--- src/rtl/ypc_pkg.sv ---
// -----------------------------------------------------------------------------
// ypc_pkg
// Shared definitions for the ypc fetch front end.
//   state_e          : fetch FSM states (FAULT is reachable only when
//                      IFU_MISALIGN_CHECK_EN is defined)
//   DEFAULT_RESET_PC : first fetch address after reset
//   INST_BYTES       : PC increment per instruction
// -----------------------------------------------------------------------------
package ypc_pkg;

   typedef enum logic [2:0] {
      IDLE,
      REQ,
      WAIT,
      HOLD,
      FAULT
   } state_e;

   localparam logic [31:0] DEFAULT_RESET_PC = 32'h8000_0000;
   localparam logic [31:0] INST_BYTES       = 32'd4;

endpackage

--- src/rtl/ifu.sv ---
// -----------------------------------------------------------------------------
// ifu -- instruction fetch unit
// Holds the PC, fetches one instruction at a time from instruction memory and
// presents it with its PC to the decoder. Redirects from execute replace the
// fetch PC and squash any stale instruction.
//
// Configuration macro: IFU_MISALIGN_CHECK_EN
//   defined   : a redirect with redirect_pc[1:0] != 0 parks the unit in FAULT
//               (fault = 1 until reset, no requests, no instructions)
//   undefined : redirect_pc[1:0] is forced to 0 and fault is tied 0
//
// Ports
//   clk, rst        clock, asynchronous active-high reset
//   mem_req_*       fetch request (valid/ready), 4-byte aligned address
//   mem_rsp_*       fetch response, one per accepted request, >= 1 cycle later
//   inst_*          instruction + PC to decoder (valid/ready)
//   redirect_*      one-cycle redirect pulse and target from execute
//   fault           sticky misaligned-redirect flag
// -----------------------------------------------------------------------------
module ifu
   import ypc_pkg::*;
#(
   parameter int unsigned DATA_WIDTH = 32,
   parameter logic [31:0] RESET_PC   = DEFAULT_RESET_PC
) (
   input  logic                  clk,
   input  logic                  rst,
   output logic                  mem_req_valid,
   input  logic                  mem_req_ready,
   output logic [31:0]           mem_req_addr,
   input  logic                  mem_rsp_valid,
   input  logic [DATA_WIDTH-1:0] mem_rsp_data,
   output logic                  inst_valid,
   input  logic                  inst_ready,
   output logic [DATA_WIDTH-1:0] inst,
   output logic [31:0]           inst_pc,
   input  logic                  redirect_valid,
   input  logic [31:0]           redirect_pc,
   output logic                  fault
);

   state_e                r_state;
   logic [31:0]           r_pc;
   logic [31:0]           r_tgt;
   logic                  r_stale;
   logic [DATA_WIDTH-1:0] r_inst;
   logic [31:0]           r_inst_pc;

   state_e                w_state_nxt;
   logic [31:0]           w_pc_nxt;
   logic [31:0]           w_tgt_nxt;
   logic                  w_stale_nxt;
   logic [DATA_WIDTH-1:0] w_inst_nxt;
   logic [31:0]           w_inst_pc_nxt;
   logic [31:0]           w_redir_pc;
   logic                  w_misalign;

`ifdef IFU_MISALIGN_CHECK_EN
   assign w_redir_pc = redirect_pc;
   assign w_misalign = redirect_valid && (redirect_pc[1:0] != 2'b00);
   assign fault      = (r_state == FAULT);
`else
   // Low bits are dropped so a misaligned target fetches its containing word.
   assign w_redir_pc = redirect_pc & ~32'h0000_0003;
   assign w_misalign = 1'b0;
   assign fault      = 1'b0;
`endif

   // NOTE: state and datapath registers use non-blocking assignments so every
   // register samples the values from before the edge.
   always_ff @(posedge clk or posedge rst) begin
      if (rst) begin
         r_state   <= IDLE;
         r_pc      <= RESET_PC;
         r_tgt     <= RESET_PC;
         r_stale   <= 1'b0;
         r_inst    <= '0;
         r_inst_pc <= '0;
      end else begin
         r_state   <= w_state_nxt;
         r_pc      <= w_pc_nxt;
         r_tgt     <= w_tgt_nxt;
         r_stale   <= w_stale_nxt;
         r_inst    <= w_inst_nxt;
         r_inst_pc <= w_inst_pc_nxt;
      end
   end

   always_comb begin
      // NOTE: every output of this block is given a default first, so no path
      // through the case statement can leave a value unassigned (no latches).
      w_state_nxt   = r_state;
      w_pc_nxt      = r_pc;
      w_tgt_nxt     = r_tgt;
      w_stale_nxt   = r_stale;
      w_inst_nxt    = r_inst;
      w_inst_pc_nxt = r_inst_pc;
      mem_req_valid = 1'b0;
      inst_valid    = 1'b0;

      case (r_state)
         IDLE: begin
            w_state_nxt = REQ;
            if (redirect_valid) begin
               w_pc_nxt = w_redir_pc;
            end
         end

         REQ: begin
            mem_req_valid = 1'b1;
            if (mem_req_ready) begin
               w_state_nxt = WAIT;
            end
            // The address must stay put until accepted, so the target is
            // parked and the in-flight fetch is discarded later.
            if (redirect_valid) begin
               w_tgt_nxt   = w_redir_pc;
               w_stale_nxt = 1'b1;
            end
         end

         WAIT: begin
            if (redirect_valid) begin
               w_tgt_nxt   = w_redir_pc;
               w_stale_nxt = 1'b1;
            end
            if (mem_rsp_valid) begin
               // A redirect landing together with the response also makes it
               // stale; the newest target wins over any parked one.
               if (r_stale || redirect_valid) begin
                  w_state_nxt = REQ;
                  w_pc_nxt    = redirect_valid ? w_redir_pc : r_tgt;
                  w_stale_nxt = 1'b0;
               end else begin
                  w_state_nxt   = HOLD;
                  w_inst_nxt    = mem_rsp_data;
                  w_inst_pc_nxt = r_pc;
               end
            end
         end

         HOLD: begin
            inst_valid = 1'b1;
            // Redirect squashes the held instruction even if it is accepted.
            if (redirect_valid) begin
               w_state_nxt = REQ;
               w_pc_nxt    = w_redir_pc;
               w_stale_nxt = 1'b0;
            end else if (inst_ready) begin
               w_state_nxt = REQ;
               w_pc_nxt    = r_pc + INST_BYTES;
            end
         end

         FAULT: begin
            w_state_nxt = FAULT;
         end

         default: begin
            w_state_nxt = IDLE;
         end
      endcase

      if (w_misalign) begin
         w_state_nxt = FAULT;
      end
   end

   assign mem_req_addr = r_pc;
   assign inst         = r_inst;
   assign inst_pc      = r_inst_pc;

endmodule

--- config.mk ---
export PLATFORM = sky130hd
export DESIGN_NAME = ifu
export DESIGN_NICKNAME = d
export VERILOG_FILES = /design/src/rtl/ypc_pkg.sv /design/src/rtl/ifu.sv
export SDC_FILE = /design/constraint.sdc
export NUM_CORES = 1
export LEC_CHECK = 0
export BUFFER_PORTS_ARGS = -buffer_cell sky130_fd_sc_hd__buf_2
export CELL_PAD_IN_SITES_DETAIL_PLACEMENT = 0
export CELL_PAD_IN_SITES_GLOBAL_PLACEMENT = 1
export CORE_UTILIZATION = 30
export DETAILED_ROUTE_END_ITERATION = 6
export GPL_ROUTABILITY_DRIVEN = 0
export PLACE_DENSITY = 0.69
export SLEW_MARGIN = 20
export SYNTH_ARGS = -nofsm -noshare
export SYNTH_HDL_FRONTEND = slang
export SYNTH_SLANG_ARGS = --single-unit
--- constraint.sdc ---
create_clock -name clk -period 4.79 [get_ports clk]
set_input_delay 0.7185 -clock clk [delete_from_list [all_inputs] [get_ports clk]]
set_output_delay 0.7185 -clock clk [all_outputs]
set_load 0.02 [all_outputs]
* After elaboration in Yosys (flattened, before gate mapping) *
Cells that the tools add are included.

operators by class
  equality and inequality tests = 10
  reductions and logical operators = 9
  bitwise logic cells = 1
  $add $sub $neg = 1
  multiplexer cells = 20

operator list
  cell                                                             count
  32-bit 2-to-1 mux                                                6
  32-bit case mux with 3 select lines                              1
  32-bit by 3-bit adder with 32-bit output, second input constant  1
  3-bit case mux with 5 select lines                               1
  3-bit 2-to-1 mux                                                 4
  2-bit inequality test, second input constant                     5
  3-bit by 2-bit == test with 1-bit output, second input constant  2
  1-bit 2-to-1 mux                                                 6
  3-bit AND reduction                                              2
  3-bit nonzero test                                               2
  5-bit AND reduction                                              1
  3-bit by 1-bit == test with 1-bit output, second input constant  1
  3-bit == test, second input constant                             1
  3-bit zero test                                                  1
  3-bit inequality test, second input constant                     1
  1-bit case mux with 3 select lines                               1
  2-bit 2-to-1 mux                                                 1
  2-bit AND reduction                                              1
  2-bit OR reduction                                               1
  1-bit logical OR                                                 1
  1-bit NOT                                                        1

storage, ports and cells
  bits of input ports = 70
  bits in registers = 132
  output and inout bits = 99
  word-level logic and storage cells = 47

* Depth between registers and ports, before layout *
  word-level depth = 4
  mapped depth = 8
  depth with buffers taken out = 7

* Worst setup path after synthesis *
No wires, ideal clock.

  path type = input port to flip-flop
  from = in redirect_valid
  to = reg r_inst_pc[0] (netlist: inst_pc[0])
  path buffers = 3
  path slack = 2.555 ns
  data arrival time = 2.111 ns
  library setup time = 0.125 ns
  stages = 7
  data required time = 4.665 ns
  path through = or3b_1 > buf_2 > nor2_2 > nand3b_1 > buf_2 > buf_2 > mux2_2

on the way
  cells in the longest elaborated chain, start to end = 3

RTL lines
  what                           line        text
  from (decl)                    ifu.sv:37   input logic redirect_valid,
  1-bit logical OR               ifu.sv:130  if (r_stale || redirect_valid) begin
  1-bit NOT (no line)            n/a
  3-bit AND reduction (no line)  n/a
  to (signal assigned)           ifu.sv:85   r_inst_pc <= w_inst_pc_nxt;
  to (decl)                      ifu.sv:47   logic [31:0] r_inst_pc;

Every way passes these cells.
A chain may end at the register's enable or synchronous reset.

* Final worst setup path *
  from = reg r_state[0]
  to = out inst_valid

on the way
  cells in the longest elaborated chain, start to end = 2

RTL lines
  what                                      line        text
  from (decl)                               ifu.sv:42   state_e r_state;
  from (signal assigned)                    ifu.sv:80   r_state <= w_state_nxt;
  3-bit by 2-bit == test with 1-bit output  ifu.sv:101  case (r_state)
  1-bit 2-to-1 mux                          ifu.sv:101
  to (decl)                                 ifu.sv:33   output logic inst_valid,

Every way passes these cells.

==> results.cfg <==
[synthesis]
ys_ff_latch = 132
synthFlopType = dfrtp_1
synth.cell_area_um2 = 6346
synth_common_cells = 130 x dfrtp_1, 90 x mux2_2, 49 x nand2_1, 46 x o21ai_0, 35 x nor2_1
synth-edff-count = 0
yosysWarnings = 0
yosysMostFrequentCell = dfrtp_1
synthCells = 590
avgSynthCellArea_um2 = 10.76
yosysTopAreaCellShare_pct = 51.26
synthArstFlopShare_pct = 100.0
synth_nets = 661
yosysTopAreaCell = dfrtp_1
ys_seq_area_share_pct = 52.09
synth.distinct_cells = 63
synth_area_leaders = dfrtp_1 51%, mux2_2 16%, o21ai_0 3.6%

[sta]
maxSlewHeadroom_pct = 33.24
fin_crit_sh_pct = 55.32
tightest_slew_ns = 1.001
fmax_ghz = 0.3774
fin_skew_ns = 0.01272
finalSetupTns_ns = 0
finalCriticalPeriod_ns = 2.650
finalHoldViolCount = 0
setup_violations = 0
drv_slew = 0
rsz0062_at_grt = no
hold_ws_ns = 0.4751

[pwr]
ir_drop_mv = 0.2500
p_leak_nw = 3.796
p_per_area_nw_per_um2 = 647.3

[critical_path]
r2r_start = r_state[0]$_DFFE_PP0P_
slowest_stage = dfrtp_1
reg2reg_to = mem_req_addr[17]$_DFFE_PP0P_
r2r_cells = 6
reg2reg_slack_ns = 2.15
cp_slowest_stage_delay_ns = 0.66
critPathTopFamily = flip-flops
cp_cell_sequence = buf_4 -> nand2_1 -> inv_1 -> buf_2
critPathLaunchType = flop
crit_type = reg2out
critPathRequiredTime_ns = 4.07
cp_max_fo = 17
path_buf_inv = 3
crit_path_end_kind = output pin
cp.arrival_ns = 1.93

[clock_tree]
cts_buffer_depth = 2
ctsHoldBuffers = 0
cts-root-buf = clkbuf_16
worstSkewPairLatency_ns = 0.42
cts.htree.levels = 4
cts_resized = 0
post_cts_buffers = 0
cts_sinks = 132
cts_tree = yes
cts_made_buffers = 17
path_clk_slew_ns = 0.06

[cells_and_area]
fin_nets = 816
fin_area_um2 = 7966
drive_gt1_share_pct = 40.37
area_growth_pct = 25.53

[global_route]
grt_pass1_wl_mm = 28.23
gr-total-overflow = 0
grt.total_usage_pct = 16.89
antenna_found_initial = 3
grt_pass1_vias = 4991
grt_max_degree = 107

[route]
viasPerCell = 5.014
post_drt_wl_per_cell_um = 17.17
drtIter0Drc = 273
ant_nets = 0
vias = 5164
wirelength_mm = 17.69
route.detailed.drc = 0
dr.pass1.iters = 4

[floorplan]
core-area_um2 = 20490
core.rowCount = 52
die-area_um2 = 21740
fp.dieH_um = 147.4
num_io_pins = 169
die_w_um = 147.4
start_util_pct = 30.96

[min_path]
min_path_type = reg2reg
hold_end = inst_pc[8]$_DFFE_PP0P_
hold_start = inst_pc[8]$_DFFE_PP0P_
hold_path_depth = 2

[run_status]
status = finished, final reports clean

[flow_run]
maxCapViolations = 0

[placed_design]
place_area_um2 = 7440
hpwl_mm = 12.13
io_buffer_count = 165
-- worst min-delay path, stage by stage (launching register included) --
cell and delay [ns]:
dfrtp_1 0.33, nand2_1 0.05, o21ai_0 0.06
-- logic make-up (layout without fill, tap and decap cells) --
family	after synthesis	after routing	share of synthesized area, %
mux	92	92	16.29
simple gates	169	169	13.55
other cells	1	3	0.05909
fa+ha+maj	1	1	0.1971
buf+inv	51	219	3.391
compound gates	141	141	14.02
xor+xnor	3	3	0.4141
flops	132	132	52.09
-- how the worst max path moves through the flow --
stage                                start                           end  cells after the start
finish              r_state[0]$_DFFE_PP0P_                    inst_valid                      4
global route        r_state[0]$_DFFE_PP0P_  mem_req_addr[17]$_DFFE_PP0P_                      6
CTS                 r_state[0]$_DFFE_PP0P_                    inst_valid                      4
detailed placement          redirect_valid         r_tgt[12]$_DFFE_PP0P_                      5
global placement            redirect_valid         r_tgt[14]$_DFFE_PP0P_                      5
floorplan                              rst           inst[0]$_DFFE_PP0P_                      1
-- final cells by class --
type	count	area, um2
Fill cell	2045	12530
Sequential cell	132	3306
Multi-Input combinational cell	407	2836
Timing Repair Buffer	174	905.9
Clock buffer	19	432.9
Tap cell	270	337.8
Clock inverter	13	88.84
Inverter	13	53.80
Antenna cell	2	5.005
-- through the flow --
step / setup slack (ns) / total power, mW / instances / util (%)
2_1_floorplan: 0.5488 / 3.302 / 590 / -
3_3_place_gp: 1.690 / 4.009 / 996 / 36.30
3_5_place_dp: 1.738 / 4.046 / 996 / 36.30
4_1_cts: 2.112 / 5.221 / 1028 / 38.85
5_1_grt: 1.909 / 5.513 / 1029 / 38.86
6_report: 2.140 / 5.156 / 1030 / 38.87
-- report_power, final --
group	internal, mW	switching, mW
clock	0.656	0.499
combinational	0.806	1.20
sequential	1.57	0.421
total	3.04	2.12
-- per-layer routing --
metal / GRT usage, % / vias up / wire (um)
li1: - / 2474 / -
met1: 22.63 / 2510 / 8255
met2: 26.06 / 158 / 8033
met3: 5.123 / 20 / 1110
met4: 5.361 / 2 / 276
met5: 0 / - / 13
-- cell usage in the layout (no fill, tap or decap), drive strengths merged, types with 3 or more instances in the layout --
cell type  instances
and2               4
buf              174
nor3              14
mux2              90
a21oi             33
o211ai             4
clkinvlp           5
nand2b             8
clkbuf            19
inv               11
nand4              6
o21ai             49
nor2              36
nor2b              3
nor4               7
clkinv            10
a22oi              5
nand3             19
a22o               4
o31ai              3
a31oi              7
dfrtp            130
o2bb2ai            5
nand2             49
a211oi             4
and4               4
and3               8
a221oi             7
-- flip-flops by register name (all words and copies together) (netlist names) --
signal,flops
inst,32
inst_pc,32
mem_req_addr,32
r_stale,1
r_state,3
r_tgt,32
Note: power is estimated with default switching activity, not from simulation.
